==> src/rtl/exec_run_ctrl.sv <==
// Run sequencer for the 3-bit execute datapath: serial A/B/C load, run release,
// output capture FIFO for the host and a saturating cycle watchdog.
module exec_run_ctrl #(
    parameter int unsigned REG_WIDTH  = 48,
    parameter int unsigned FIFO_DEPTH = 16,
    parameter int unsigned CYC_W      = 20
) (
    input  logic             clk,
    input  logic             rst,
    input  logic             cmd_start,
    input  logic             load_valid,
    input  logic [2:0]       load_data,
    output logic             load_ready,
    output logic             init_regs,
    output logic             a_bit,
    output logic             b_bit,
    output logic             c_bit,
    output logic             core_enable,
    input  logic             halt_ex,
    input  logic             out_valid_in,
    input  logic [2:0]       reg_out_in,
    output logic [2:0]       out_data,
    output logic             out_avail,
    input  logic             out_pop,
    output logic             overflow,
    output logic             timeout,
    output logic             busy,
    output logic             done,
    output logic [CYC_W-1:0] cycle_count
);

    localparam int unsigned BEAT_W = $clog2(REG_WIDTH + 1);
    localparam int unsigned PTR_W  = $clog2(FIFO_DEPTH);

    localparam logic [1:0] S_IDLE = 2'd0;
    localparam logic [1:0] S_LOAD = 2'd1;
    localparam logic [1:0] S_RUN  = 2'd2;
    localparam logic [1:0] S_DONE = 2'd3;

    localparam logic [CYC_W-1:0]  CYC_MAX   = '1;
    localparam logic [BEAT_W-1:0] LAST_BEAT = BEAT_W'(REG_WIDTH - 1);

    logic [1:0]        r_state;
    logic [1:0]        w_state_nxt;
    logic [BEAT_W-1:0] r_beat;
    logic [CYC_W-1:0]  r_cyc;
    logic              r_overflow;
    logic              r_timeout;
    logic [PTR_W:0]    r_wr_ptr;
    logic [PTR_W:0]    r_rd_ptr;
    logic [2:0]        r_mem [FIFO_DEPTH];

    logic w_in_load;
    logic w_in_run;
    logic w_start_ok;
    logic w_beat_ok;
    logic w_last_beat;
    logic w_wd_exp;
    logic w_empty;
    logic w_full;
    logic w_pop;
    logic w_cap;
    logic w_push;
    logic w_drop;

    assign w_in_load   = (r_state == S_LOAD);
    assign w_in_run    = (r_state == S_RUN);
    assign w_start_ok  = cmd_start && ((r_state == S_IDLE) || (r_state == S_DONE));
    assign w_beat_ok   = w_in_load && load_valid;
    assign w_last_beat = w_beat_ok && (r_beat == LAST_BEAT);
    assign w_wd_exp    = (r_cyc == CYC_MAX);

    // Extra pointer MSB distinguishes full from empty when the low bits match.
    assign w_empty = (r_wr_ptr == r_rd_ptr);
    assign w_full  = (r_wr_ptr[PTR_W] != r_rd_ptr[PTR_W]) &&
                     (r_wr_ptr[PTR_W-1:0] == r_rd_ptr[PTR_W-1:0]);
    assign w_pop   = out_pop && !w_empty;
    assign w_cap   = w_in_run && out_valid_in;
    assign w_push  = w_cap && (!w_full || w_pop);
    assign w_drop  = w_cap && w_full && !w_pop;

    // Next-state logic
    always_comb begin
        w_state_nxt = r_state;
        case (r_state)
            S_IDLE, S_DONE: if (cmd_start) w_state_nxt = S_LOAD;
            S_LOAD:         if (w_last_beat) w_state_nxt = S_RUN;
            S_RUN:          if (halt_ex || w_wd_exp) w_state_nxt = S_DONE;
            default:        w_state_nxt = S_IDLE;
        endcase
    end

    // State, counters, sticky flags and FIFO pointers
    always_ff @(posedge clk) begin
        if (rst) begin
            r_state    <= S_IDLE;
            r_beat     <= '0;
            r_cyc      <= '0;
            r_overflow <= 1'b0;
            r_timeout  <= 1'b0;
            r_wr_ptr   <= '0;
            r_rd_ptr   <= '0;
        end else begin
            r_state <= w_state_nxt;
            if (w_start_ok) begin
                r_beat     <= '0;
                r_cyc      <= '0;
                r_overflow <= 1'b0;
                r_timeout  <= 1'b0;
                r_wr_ptr   <= '0;
                r_rd_ptr   <= '0;
            end else begin
                if (w_beat_ok) r_beat <= r_beat + 1'b1;
                if (w_in_run && !w_wd_exp) r_cyc <= r_cyc + 1'b1;
                if (w_drop) r_overflow <= 1'b1;
                // Halt in the expiry cycle takes priority over the watchdog.
                if (w_in_run && w_wd_exp && !halt_ex) r_timeout <= 1'b1;
                if (w_pop) r_rd_ptr <= r_rd_ptr + 1'b1;
                if (w_push) r_wr_ptr <= r_wr_ptr + 1'b1;
            end
        end
    end

    // FIFO storage; contents are only observable through the pointers
    always_ff @(posedge clk) begin
        if (w_push) r_mem[r_wr_ptr[PTR_W-1:0]] <= reg_out_in;
    end

    assign load_ready  = w_in_load;
    assign init_regs   = w_beat_ok;
    assign a_bit       = w_in_load && load_data[0];
    assign b_bit       = w_in_load && load_data[1];
    assign c_bit       = w_in_load && load_data[2];
    assign core_enable = w_in_run;
    assign out_avail   = !w_empty;
    assign out_data    = w_empty ? 3'b000 : r_mem[r_rd_ptr[PTR_W-1:0]];
    assign overflow    = r_overflow;
    assign timeout     = r_timeout;
    assign busy        = w_in_load || w_in_run;
    assign done        = (r_state == S_DONE);
    assign cycle_count = r_cyc;

endmodule
==> config.mk <==
export PLATFORM = sky130hd
export DESIGN_NAME = exec_run_ctrl
export DESIGN_NICKNAME = d
export VERILOG_FILES = /design/src/rtl/exec_run_ctrl.sv
export SDC_FILE = /design/constraint.sdc
export NUM_CORES = 1
export LEC_CHECK = 0
export ABC_AREA = 0
export BUFFER_PORTS_ARGS = -buffer_cell sky130_fd_sc_hd__clkbuf_2
export CORE_MARGIN = 8
export CORE_UTILIZATION = 45
export CTS_CLUSTER_SIZE = 10
export DETAILED_ROUTE_END_ITERATION = 12
export SLEW_MARGIN = 20
export SYNTH_ARGS = -nofsm -noshare
export SYNTH_HDL_FRONTEND = slang
export SYNTH_SLANG_ARGS = --single-unit
==> constraint.sdc <==
create_clock -name clk -period 4.9 [get_ports clk]
set_input_delay 0.245 -clock clk [delete_from_list [all_inputs] [get_ports clk]]
set_output_delay 0.245 -clock clk [all_outputs]
set_load 0.01 [all_outputs]
Yosys cells after proc, flatten, opt, wreduce, memory -nomap -nowiden
Memories as Yosys holds them, arrays and structs flattened. A register that Yosys moved wholly into a read port is not among the register bits.
Cells that the tools add are included.

storage, ports and cells
  register bits = 40
  bits in writable memories = 48
  input bits = 13
  output and inout port bits = 34
  word-level logic and storage cells = 60
  memories = 1

memories
  name   depth  bits a word  rd ports  clocked after memory_dff  write ports  RTL line  RTL
  r_mem  16     3            1         1                         1            51        logic [2:0] r_mem [FIFO_DEPTH];

cells by class
  add/sub/neg operators = 4
  eq/ne operators = 11
  muxes and demuxes = 9
  reduce and logical (&&, ||, !) cells = 28

operators with widths
  kind                   count
  $add 20x1->20 const B  1
  $eq 20x20->1 const B   1
  $logic_and 1x1->1      15
  $add 5x1->5 const B    2
  $mux 4                 2
  $add 6x1->6 const B    1
  $eq 6x6->1 const B     1
  $mux 2                 3
  $pmux 2 s3             1
  $eq 5x5->1             1
  $logic_not 1->1        5
  $eq 2x2->1 const B     2
  $eq 4x4->1             1
  $logic_or 1x1->1       4
  $ne 2x1->1 const B     2
  $reduce_or 2->1        2
  $mux 3                 1
  $reduce_and 3->1       1
  $eq 2x1->1 const B     1
  $logic_not 2->1        1
  $mux 1                 2
  $ne 2x2->1 const B     1
  $ne 1x1->1             1

Logic depth before layout (Yosys ltp)
Gate-level depths: netlist (run 1).

  word-level depth = 7
  depth in mapped cells = 8
  depth with buffers taken out = 7

Least setup slack after synthesis (run 1)
No wires, ideal clock.

  path kind = reg-to-output
  from = register (tool-made name)
  to = output port out_data[0]
  arrival time = 1.809 ns
  data required time = 4.655 ns
  path slack = 2.846 ns
  cell stages (with the launch flop) = 5
  buffers on the path = 1
  cell sequence = dfxtp_1 buf_2 mux4_2 mux4_2 nor2b_1

RTL lines
  what       RTL line  RTL
  to (decl)  22        output logic [2:0] out_data,

==> results.yml, run 1 <==
timing:
  final_max_slew_viol_count: 0
  hold_violations: 0
  timing.setup.tns_ns: 0
  timing.final.setup_violations: 0
  worst_clock_skew_ns: 0.0102
  timing_worst_slew_pin_value_ns: 0.740
  slew_headroom_pct: 50.6
  rsz0062_at_grt: "false"
  fin_crit_sh_pct: 55.7
  setup_ws_ns: 2.17
  max_freq_ghz: 0.367
  period_minus_slack_ns: 2.73
  hold_ws_ns: 0.155
final_layout:
  nets: 401
  post-route-cell-area_mm2: 0.00465
  n_antenna_cell: 0
  layout_cell_share_with_drive_strength_beyond_1_pct: 23.8
  layout_commonest_cell: "sky130_fd_sc_hd__edfxtp_1"
  final_core_util_pct: 51.3
  flow.area_growth_from_synthesis_pct: 13.1
  highest_count_cells_in_the_layout_ignoring_fill_and_taps: "sky130_fd_sc_hd__edfxtp_1, sky130_fd_sc_hd__nor2_1, sky130_fd_sc_hd__clkbuf_2"
die:
  die_height_um: 112
  io_pins: 47
  placeableCoreArea_mm2: 0.00906
  number_of_placement_rows: 35
  dieWidth_um: 112
  floorplan.die_area_mm2: 0.0125
  start_util_pct: 45.4
clock_network:
  clock_latency_of_the_later_clocked_register_in_the_worst_skew_pair_ns: 0.35
  cts.sink_count: 92
  numCtsBuffers: 9
  clockRootBuffer: "sky130_fd_sc_hd__clkbuf_8"
  post_cts_resize_count: 0
  postCtsSetupBuffers: 0
  htreeDepth: 3
  worst_setup_hold_path_clk_slew_ns: 0.09
  cts_tree: "built"
  clock_path_buffers: 2
  hold_buffers: 0
global_route:
  first_global_vias: 2715
  grt_use_total_pct: 14.0
  antenna_violations_before_repair: 0
  grt_pass1_wl_mm: 13.8
  grt_overflow_total: 0
  grt_max_degree: 25
worst_setup_path:
  crit_arrival_ns: 2.48
  cp_data_required_time_ns: 4.66
  timing.rr.end: "r_mem[0][0]"
  timing.critical_path.from_type: "flip-flop"
  r2r_start: "r_state[0]"
  rr_worst_depth: 6
  setup_cp_type: "reg -> out"
  timing.reg2reg.setup_slack_ns: 2.57
  end_kind: "output port"
  worst-path-max-fanout: 12
routing:
  wl_per_cell_um: 17.0
  route.detailed.drc: 0
  routed_via_density: 5.47
  via_count: 2704
  routed_wl_mm: 8.39
  firstDrtPassIters: 5
  drtIter0Drc: 118
  route.antenna.remaining_nets: 0
min_path:
  min_path_cells: 2
  hold_path.startpoint: "rst"
  worstHoldEndpoint: "r_state[1]"
  worstHoldPathType: "in -> reg"
synthesis:
  ys_seq_elements: 92
  synth_simple_gate_area_share_pct: 15.2
  synth_adder_area_share_pct: 3.04
  synthesis.nets: 352
  synth.yosys.warnings: 0
  synth_top_area_share_pct: 35.0
  synth_xor_area_share_pct: 5.54
  ys_seq_area_share_pct: 56.5
  synth.area.top_cells: "sky130_fd_sc_hd__edfxtp_1, sky130_fd_sc_hd__dfxtp_1, sky130_fd_sc_hd__mux4_2"
  combinational_family_with_the_most_area_after_synthesis: "simple AND/OR/NAND/NOR gates"
  synth_compound_gate_area_share_pct: 7.88
  avgSynthCellArea_um2: 12.5
  post_synth_instance_area_mm2: 0.00411
  synthCells: 329
  yosysUniqueCellTypes: 49
  synthDominantAreaCellType: "sky130_fd_sc_hd__edfxtp_1"
  synth_mux_area_share_pct: 9.95
power:
  internal_portion_of_total_power_mw: 1.16
  share_seq_of_total_power_pct: 52.4
  p_switching_mw: 0.448
  pwr-share-clk_pct: 31.9
  vdd.ir_drop.worst_mv: 0.262
  comb_power_share_pct: 15.7
  power_density_mw_per_mm2: 346
  cellLeakagePower_nw: 1.62
  sw_frac_of_total_pct: 27.8
place:
  post-place-ws_ns: 2.51
  place.port_buffers: 46
  hpwl_after_detailed_placement_mm: 6.13
  place_area_mm2: 0.00446
  placer_congestion_estimate: 0.762
status:
  run_status: "completed"
run:
  drv.max_cap_violation_count: 0
-- stage by stage --
stage / instances / total power, mW
final: 494 / 1.61
after global routing: 494 / 1.69
after CTS: 494 / 1.63
after detailed placement: 478 / 1.12
after global placement: 478 / 1.11
after floorplan: 329 / 1.04
-- critical path, stage by stage (launching register included) --
cell                       delay [ns]
sky130_fd_sc_hd__dfxtp_1         0.81
sky130_fd_sc_hd__mux4_2          0.59
sky130_fd_sc_hd__mux4_2          0.47
sky130_fd_sc_hd__nor2b_1         0.14
sky130_fd_sc_hd__clkbuf_2        0.13
-- kinds of logic after synthesis --
logic type,count (synthesis)
fa+ha+maj,10
flops,92
xor+xnor,26
buf+inv,20
mux,22
simple gates,117
compound gates,42
-- power by group through the flow --
stage | Combinational [mW] | Sequential (mW) | Clock (mW)
final | 0.254 | 0.844 | 0.514
after global routing | 0.286 | 0.848 | 0.554
after CTS | 0.259 | 0.844 | 0.528
after detailed placement | 0.257 | 0.862 | 0
after global placement | 0.253 | 0.861 | 0
after floorplan | 0.178 | 0.857 | 0
-- Yosys cell counts, drive strengths merged --
library cell	number
o41ai	1
nand4	10
nand3	5
a211oi	3
nand2	18
edfxtp	48
nand2b	5
mux4	15
a41oi	1
a31oi	2
nor4	2
and4	3
o21ai	10
a2111oi	2
or2	2
mux2	1
nor2b	3
a21boi	1
and2	5
o311ai	3
and3	2
nand4b	1
a31o	1
mux2i	6
xnor2	14
xor2	12
ha	10
or3	7
a21oi	13
o2111ai	1
nor2	46
buf	3
o31ai	2
o211ai	2
clkbuf	6
inv	11
dfxtp	44
nor3	6
or4	2
-- layer usage --
layer | vias up | share of wire, % | wire, um | global-route usage (%)
met1 | 1305 | 48 | 4020 | 17.7
li1 | 1317 | - | - | -
met2 | 62 | 45 | 3800 | 21.7
met3 | 20 | 4.0 | 334 | 3.35
met5 | - | 0 | 0 | 0
met4 | 0 | 2.7 | 227 | 7.38
-- cell type report --
class                   instances  area, um2
fillers                       780       4410
well taps                     111        139
multi-input cells             217       1720
flip-flops and latches         92       2320
clock inverters                 6       68.8
repair buffers                 47        238
clock buffers                  10        128
inverters                      11       41.3
-- state kept, by name, summed over array words and instances, names as in the netlist, named ones only --
register,count
timeout,1
r_state,2
r_wr_ptr,5
overflow,1
r_beat,6
cycle_count,20
r_rd_ptr,5
r_mem,48
-- worst max path at each step --
| stage | to | slack (ns) |
|---|---|---|
| after floorplan | out_data[0] | 2.85 |
| after global placement | out_data[1] | 2.58 |
| after detailed placement | out_data[0] | 2.51 |
| after CTS | out_data[0] | 2.12 |
| after global routing | out_data[1] | 2.02 |
| final | out_data[0] | 2.17 |
Power figures use the tool's default switching activity.
==> run 2, diff against run 1 <==
==> constraint.sdc (replaced) <==
create_clock -name clk -period 2.6 [get_ports clk]
set_input_delay 0.13 -clock clk [delete_from_list [all_inputs] [get_ports clk]]
set_output_delay 0.13 -clock clk [all_outputs]
set_load 0.01 [all_outputs]
==> results.yml, run 2 (synthesized netlist as in run 1, its figures left out) <==
clock_network:
  worst_setup_hold_path_clk_slew_ns: 0.08
  clock_latency_of_the_later_clocked_register_in_the_worst_skew_pair_ns: 0.36
  htreeDepth: 3
  clock_path_buffers: 2
  numCtsBuffers: 9
  hold_buffers: 0
  postCtsSetupBuffers: 0
  cts.sink_count: 92
  post_cts_resize_count: 0
  cts_tree: "built"
  clockRootBuffer: "sky130_fd_sc_hd__clkbuf_8"
worst_setup_path:
  timing.critical_path.from_type: "flip-flop"
  crit_arrival_ns: 2.24
  worst-path-max-fanout: 12
  cp_data_required_time_ns: 2.47
  end_kind: "output port"
  setup_cp_type: "reg -> out"
  rr_worst_depth: 5
power:
  vdd.ir_drop.worst_mv: 0.468
  pwr-share-clk_pct: 31.0
  comb_power_share_pct: 16.8
  p_switching_mw: 0.835
  cellLeakagePower_nw: 1.64
  power_density_mw_per_mm2: 647
  internal_portion_of_total_power_mw: 2.20
  sw_frac_of_total_pct: 27.6
  share_seq_of_total_power_pct: 52.3
  total_power_mw: 3.03
die:
  floorplan.die_area_mm2: 0.0125
  placeableCoreArea_mm2: 0.00906
  start_util_pct: 45.4
  number_of_placement_rows: 35
  dieWidth_um: 112
  io_pins: 47
  die_height_um: 112
routing:
  route.antenna.remaining_nets: 0
  via_count: 2698
  drtIter0Drc: 114
  route.detailed.drc: 0
  wl_per_cell_um: 16.6
  firstDrtPassIters: 4
  routed_via_density: 5.41
  routed_wl_mm: 8.31
timing:
  final_max_slew_viol_count: 0
  worst_clock_skew_ns: 0.0166
  max_freq_ghz: 0.422
  period_minus_slack_ns: 2.37
  timing.final.setup_violations: 0
  slew_headroom_pct: 58.5
  hold_ws_ns: 0.0555
  fin_crit_sh_pct: 91.2
  rsz0062_at_grt: "false"
  hold_violations: 0
  timing.setup.tns_ns: 0
  timing_worst_slew_pin_value_ns: 0.622
place:
  placedCellCount: 483
  placer_congestion_estimate: 0.773
  hpwl_after_detailed_placement_mm: 6.10
  place.port_buffers: 46
final_layout:
  nets: 406
  register_area_mm2: 0.00232
  n_antenna_cell: 0
  flow.area_growth_from_synthesis_pct: 13.9
  layout_cell_share_with_drive_strength_beyond_1_pct: 24.5
  highest_count_cells_in_the_layout_ignoring_fill_and_taps: "sky130_fd_sc_hd__edfxtp_1, sky130_fd_sc_hd__nor2_1, sky130_fd_sc_hd__clkbuf_2"
  layout_commonest_cell: "sky130_fd_sc_hd__edfxtp_1"
  multiInputGateArea_mm2: 0.00172
  fillCellCount: 786
  final-instance-count-excl-fill: 499
  largest_reg_flops: 48
global_route:
  grt_use_total_pct: 13.8
  antenna_violations_before_repair: 0
  grt_pass1_wl_mm: 13.8
  first_global_vias: 2816
  grt_overflow_total: 0
  grt_max_degree: 17
min_path:
  worstHoldPathType: "in -> reg"
  min_path_cells: 2
status:
  run_status: "completed"
run:
  drv.max_cap_violation_count: 0
run 2: worst paths after layout:
path,from,to,slack (ns)
setup / recovery,flip-flop,out_data[2],0.23
hold / removal,rst,r_state[1],0.06
setup reg to reg,r_wr_ptr[2],r_mem[1][1],0.44
hold reg to reg,overflow,overflow,0.49
run 2: power by group through the flow:
stage	logic, mW	clock network (mW)	registers, mW
4_1_cts	0.517	0.965	1.59
2_1_floorplan	0.336	0	1.61
3_3_place_gp	0.509	0	1.62
3_5_place_dp	0.513	0	1.62
6_report	0.508	0.939	1.58
5_1_grt	0.576	1.01	1.59
run 2: critical path: stages, from the launching register on:
cell and delay, ns:
sky130_fd_sc_hd__dfxtp_1 0.72, sky130_fd_sc_hd__mux4_2 0.44, sky130_fd_sc_hd__mux4_2 0.46, sky130_fd_sc_hd__nor2b_1 0.14, sky130_fd_sc_hd__clkbuf_2 0.14
run 2: layer usage:
metal / wire [um] / GRT usage, %
met5: 0 / 0
met4: 72 / 4.47
met3: 393 / 4.17
met2: 3710 / 21.5
met1: 4130 / 18.1
run 2: cell type report:
class | count | area share, %
multi-input cells | 217 | 36.6
inverters | 11 | 0.881
repair buffers | 52 | 5.88
clock buffers | 10 | 2.72
flip-flops and latches | 92 | 49.6
clock inverters | 6 | 1.36
well taps | 111 | 2.96
run 2: per-stage QoR:
| stage | setup WS (ns) | util [%] | cell area, um2 |
|---|---|---|---|
| floorplan | 0.594 | - | 4110 |
| global placement | 0.532 | 49.6 | 4490 |
| detailed placement | 0.424 | 49.6 | 4490 |
| CTS | 0.190 | 51.7 | 4680 |
| global route | 0.148 | 51.7 | 4680 |
| finish | 0.228 | 51.7 | 4680 |
==> run 3, diff against run 2 <==
--- a/config.mk
+++ b/config.mk
@@ -5,10 +5,11 @@
 export SDC_FILE = /design/constraint.sdc
 export NUM_CORES = 1
 export LEC_CHECK = 0
-export ABC_AREA = 0
+export ABC_AREA = 1
 export BUFFER_PORTS_ARGS = -buffer_cell sky130_fd_sc_hd__clkbuf_2
-export CORE_MARGIN = 8
+export CORE_MARGIN = 2
 export CORE_UTILIZATION = 45
+export CTS_CLUSTER_DIAMETER = 40
 export CTS_CLUSTER_SIZE = 10
 export DETAILED_ROUTE_END_ITERATION = 12
 export SLEW_MARGIN = 20
==> results.yml, run 3 <==
routing:
  route.detailed.drc: 0
  firstDrtPassIters: 4
  wl_per_cell_um: 13.2
  routed_via_density: 4.96
  route.antenna.remaining_nets: 0
  drtIter0Drc: 180
  routed_wl_mm: 9.30
  via_count: 3486
synthesis:
  synth_xor_area_share_pct: 2.96
  synth_top_area_share_pct: 32.4
  ys_seq_area_share_pct: 52.3
  synth_simple_gate_area_share_pct: 23.9
  synth-edff-count: 48
  synth.area.top_cells: "sky130_fd_sc_hd__edfxtp_1, sky130_fd_sc_hd__dfxtp_1, sky130_fd_sc_hd__nand2_1"
  async_reset_ff_share_pct: 0
  synth.yosys.warnings: 0
  synth.most_common_cell: "sky130_fd_sc_hd__nand2_1"
  synth_mux_area_share_pct: 0
  yosysUniqueCellTypes: 32
  post_synth_instance_area_mm2: 0.00444
  synthDominantAreaCellType: "sky130_fd_sc_hd__edfxtp_1"
  postSynth.topFlopCell: "sky130_fd_sc_hd__edfxtp_1"
  ys_seq_elements: 92
  synth_adder_area_share_pct: 2.82
  synthesis.nets: 540
  avgSynthCellArea_um2: 8.59
  combinational_family_with_the_most_area_after_synthesis: "simple AND/OR/NAND/NOR gates"
  post_synth_most_frequent_cells: "sky130_fd_sc_hd__nand2_1, sky130_fd_sc_hd__nor2_1, sky130_fd_sc_hd__inv_1"
  synth_compound_gate_area_share_pct: 10.7
  synthCells: 517
clock_network:
  cts.sink_count: 92
  clock_path_buffers: 2
  worst_setup_hold_path_clk_slew_ns: 0.10
  post_cts_resize_count: 0
  htreeDepth: 3
  numCtsBuffers: 9
  cts_tree: "built"
  clock_latency_of_the_later_clocked_register_in_the_worst_skew_pair_ns: 0.38
  clockRootBuffer: "sky130_fd_sc_hd__clkbuf_8"
final_layout:
  layout_commonest_cell: "sky130_fd_sc_hd__nand2_1"
  post-route-cell-area_mm2: 0.00505
  flow.area_growth_from_synthesis_pct: 13.6
  final-instance-count-excl-fill: 703
  layout_cell_share_with_drive_strength_beyond_1_pct: 17.2
  nets: 588
  largest_reg_flops: 48
  n_antenna_cell: 0
  highest_count_cells_in_the_layout_ignoring_fill_and_taps: "sky130_fd_sc_hd__nand2_1, sky130_fd_sc_hd__nor2_1, sky130_fd_sc_hd__inv_1"
run:
  drv.max_cap_violation_count: 0
timing:
  max_freq_ghz: 0.500
  fin_crit_sh_pct: 76.9
  worst_clock_skew_ns: 0.00769
  hold_ws_ns: 0.0852
  timing.final.setup_violations: 0
  slew_headroom_pct: 60.3
  rsz0062_at_grt: "false"
  period_minus_slack_ns: 2.00
  final_max_slew_viol_count: 0
  timing_worst_slew_pin_value_ns: 0.594
  timing.setup.tns_ns: 0
  hold_violations: 0
place:
  placer_congestion_estimate: 0.797
  hpwl_after_detailed_placement_mm: 6.61
  placedCellCount: 686
  place.port_buffers: 46
  place_area_mm2: 0.00480
power:
  sw_frac_of_total_pct: 31.0
  pwr-share-clk_pct: 32.6
  p_switching_mw: 1.05
  vdd.ir_drop.worst_mv: 0.434
  share_seq_of_total_power_pct: 47.8
  internal_portion_of_total_power_mw: 2.33
  cellLeakagePower_nw: 1.92
  power_density_mw_per_mm2: 669
  comb_power_share_pct: 19.6
worst_setup_path:
  setup_cp_type: "reg -> out"
  cp_data_required_time_ns: 2.47
  end_kind: "output port"
  timing.critical_path.from_type: "flip-flop"
  crit_arrival_ns: 1.87
  worst-path-max-fanout: 48
die:
  floorplan.die_area_mm2: 0.0107
  placeableCoreArea_mm2: 0.00968
  io_pins: 47
  number_of_placement_rows: 36
  dieWidth_um: 103
  start_util_pct: 45.9
  die_height_um: 103
status:
  run_status: "completed"
min_path:
  worstHoldPathType: "in -> reg"
global_route:
  grt_pass1_wl_mm: 15.1
  antenna_violations_before_repair: 0
  grt_max_degree: 49
  first_global_vias: 3209
  grt_use_total_pct: 18.6
  grt_overflow_total: 0
-- run 3: worst max-delay path, stage by stage (launching register included) --
cell                       delay [ns]
sky130_fd_sc_hd__dfxtp_1         0.33
sky130_fd_sc_hd__buf_4           0.37
sky130_fd_sc_hd__o21ai_0         0.21
sky130_fd_sc_hd__nand3_1         0.12
sky130_fd_sc_hd__nand3_1         0.12
sky130_fd_sc_hd__a21boi_0        0.18
sky130_fd_sc_hd__clkbuf_2        0.15
-- run 3: path summary, 6_finish.rpt --
| check | slack, ns | cells after the start | from | end |
|---|---|---|---|---|
| worst max-delay path | 0.60 | 6 | flip-flop | out_data[0] |
| worst min-delay path | 0.09 | 3 | out_pop | r_rd_ptr[4] |
| worst max register to register | 0.64 | 8 | r_state[0] | r_mem[5][1] |
| worst min register to register | 0.47 | 1 | timeout | timeout |
-- run 3: area by class of cell --
cell class              count  area (um2)
flip-flops and latches     92        2320
repair buffers             51         270
clock buffers              12         199
clock inverters             4        38.8
inverters                  68         255
well taps                 133         166
multi-input cells         343        1800
fillers                   910        4640
-- run 3: per-layer routing --
layer | wire length (um) | vias up | track usage [%]
met5 | 0 | - | 0
met4 | 225 | 0 | 7.79
met3 | 446 | 19 | 5.24
met2 | 4180 | 73 | 27.9
met1 | 4450 | 1610 | 25.2
li1 | - | 1784 | -
-- run 3: per-stage QoR --
step	utilization [%]	setup WS [ns]	total power [mW]
final	52.1	0.601	3.38
after global routing	52.1	0.424	3.55
after CTS	52.1	0.612	3.40
after detailed placement	49.6	0.651	2.31
after global placement	49.6	0.762	2.30
after floorplan	-	0.887	2.11
-- run 3: timing repair --
item	CTS	global route
endpoints found under the hold margin	2	0
setup buffers	0	0
hold buffers	1	0
-- run 3: cells by family after synthesis --
family / after synthesis
and+or+nand+nor: 238
DFF: 92
buffers and inverters: 82
AOI/OAI and AO/OA: 80
xor gates and xnor gates: 15
adders and majority gates: 10
-- run 3: power groups by stage --
stage	registers, mW	clock network [mW]	logic (mW)
2_1_floorplan	1.64	0	0.465
3_3_place_gp	1.65	0	0.659
3_5_place_dp	1.65	0	0.663
4_1_cts	1.62	1.12	0.667
5_1_grt	1.62	1.17	0.753
6_report	1.61	1.10	0.663
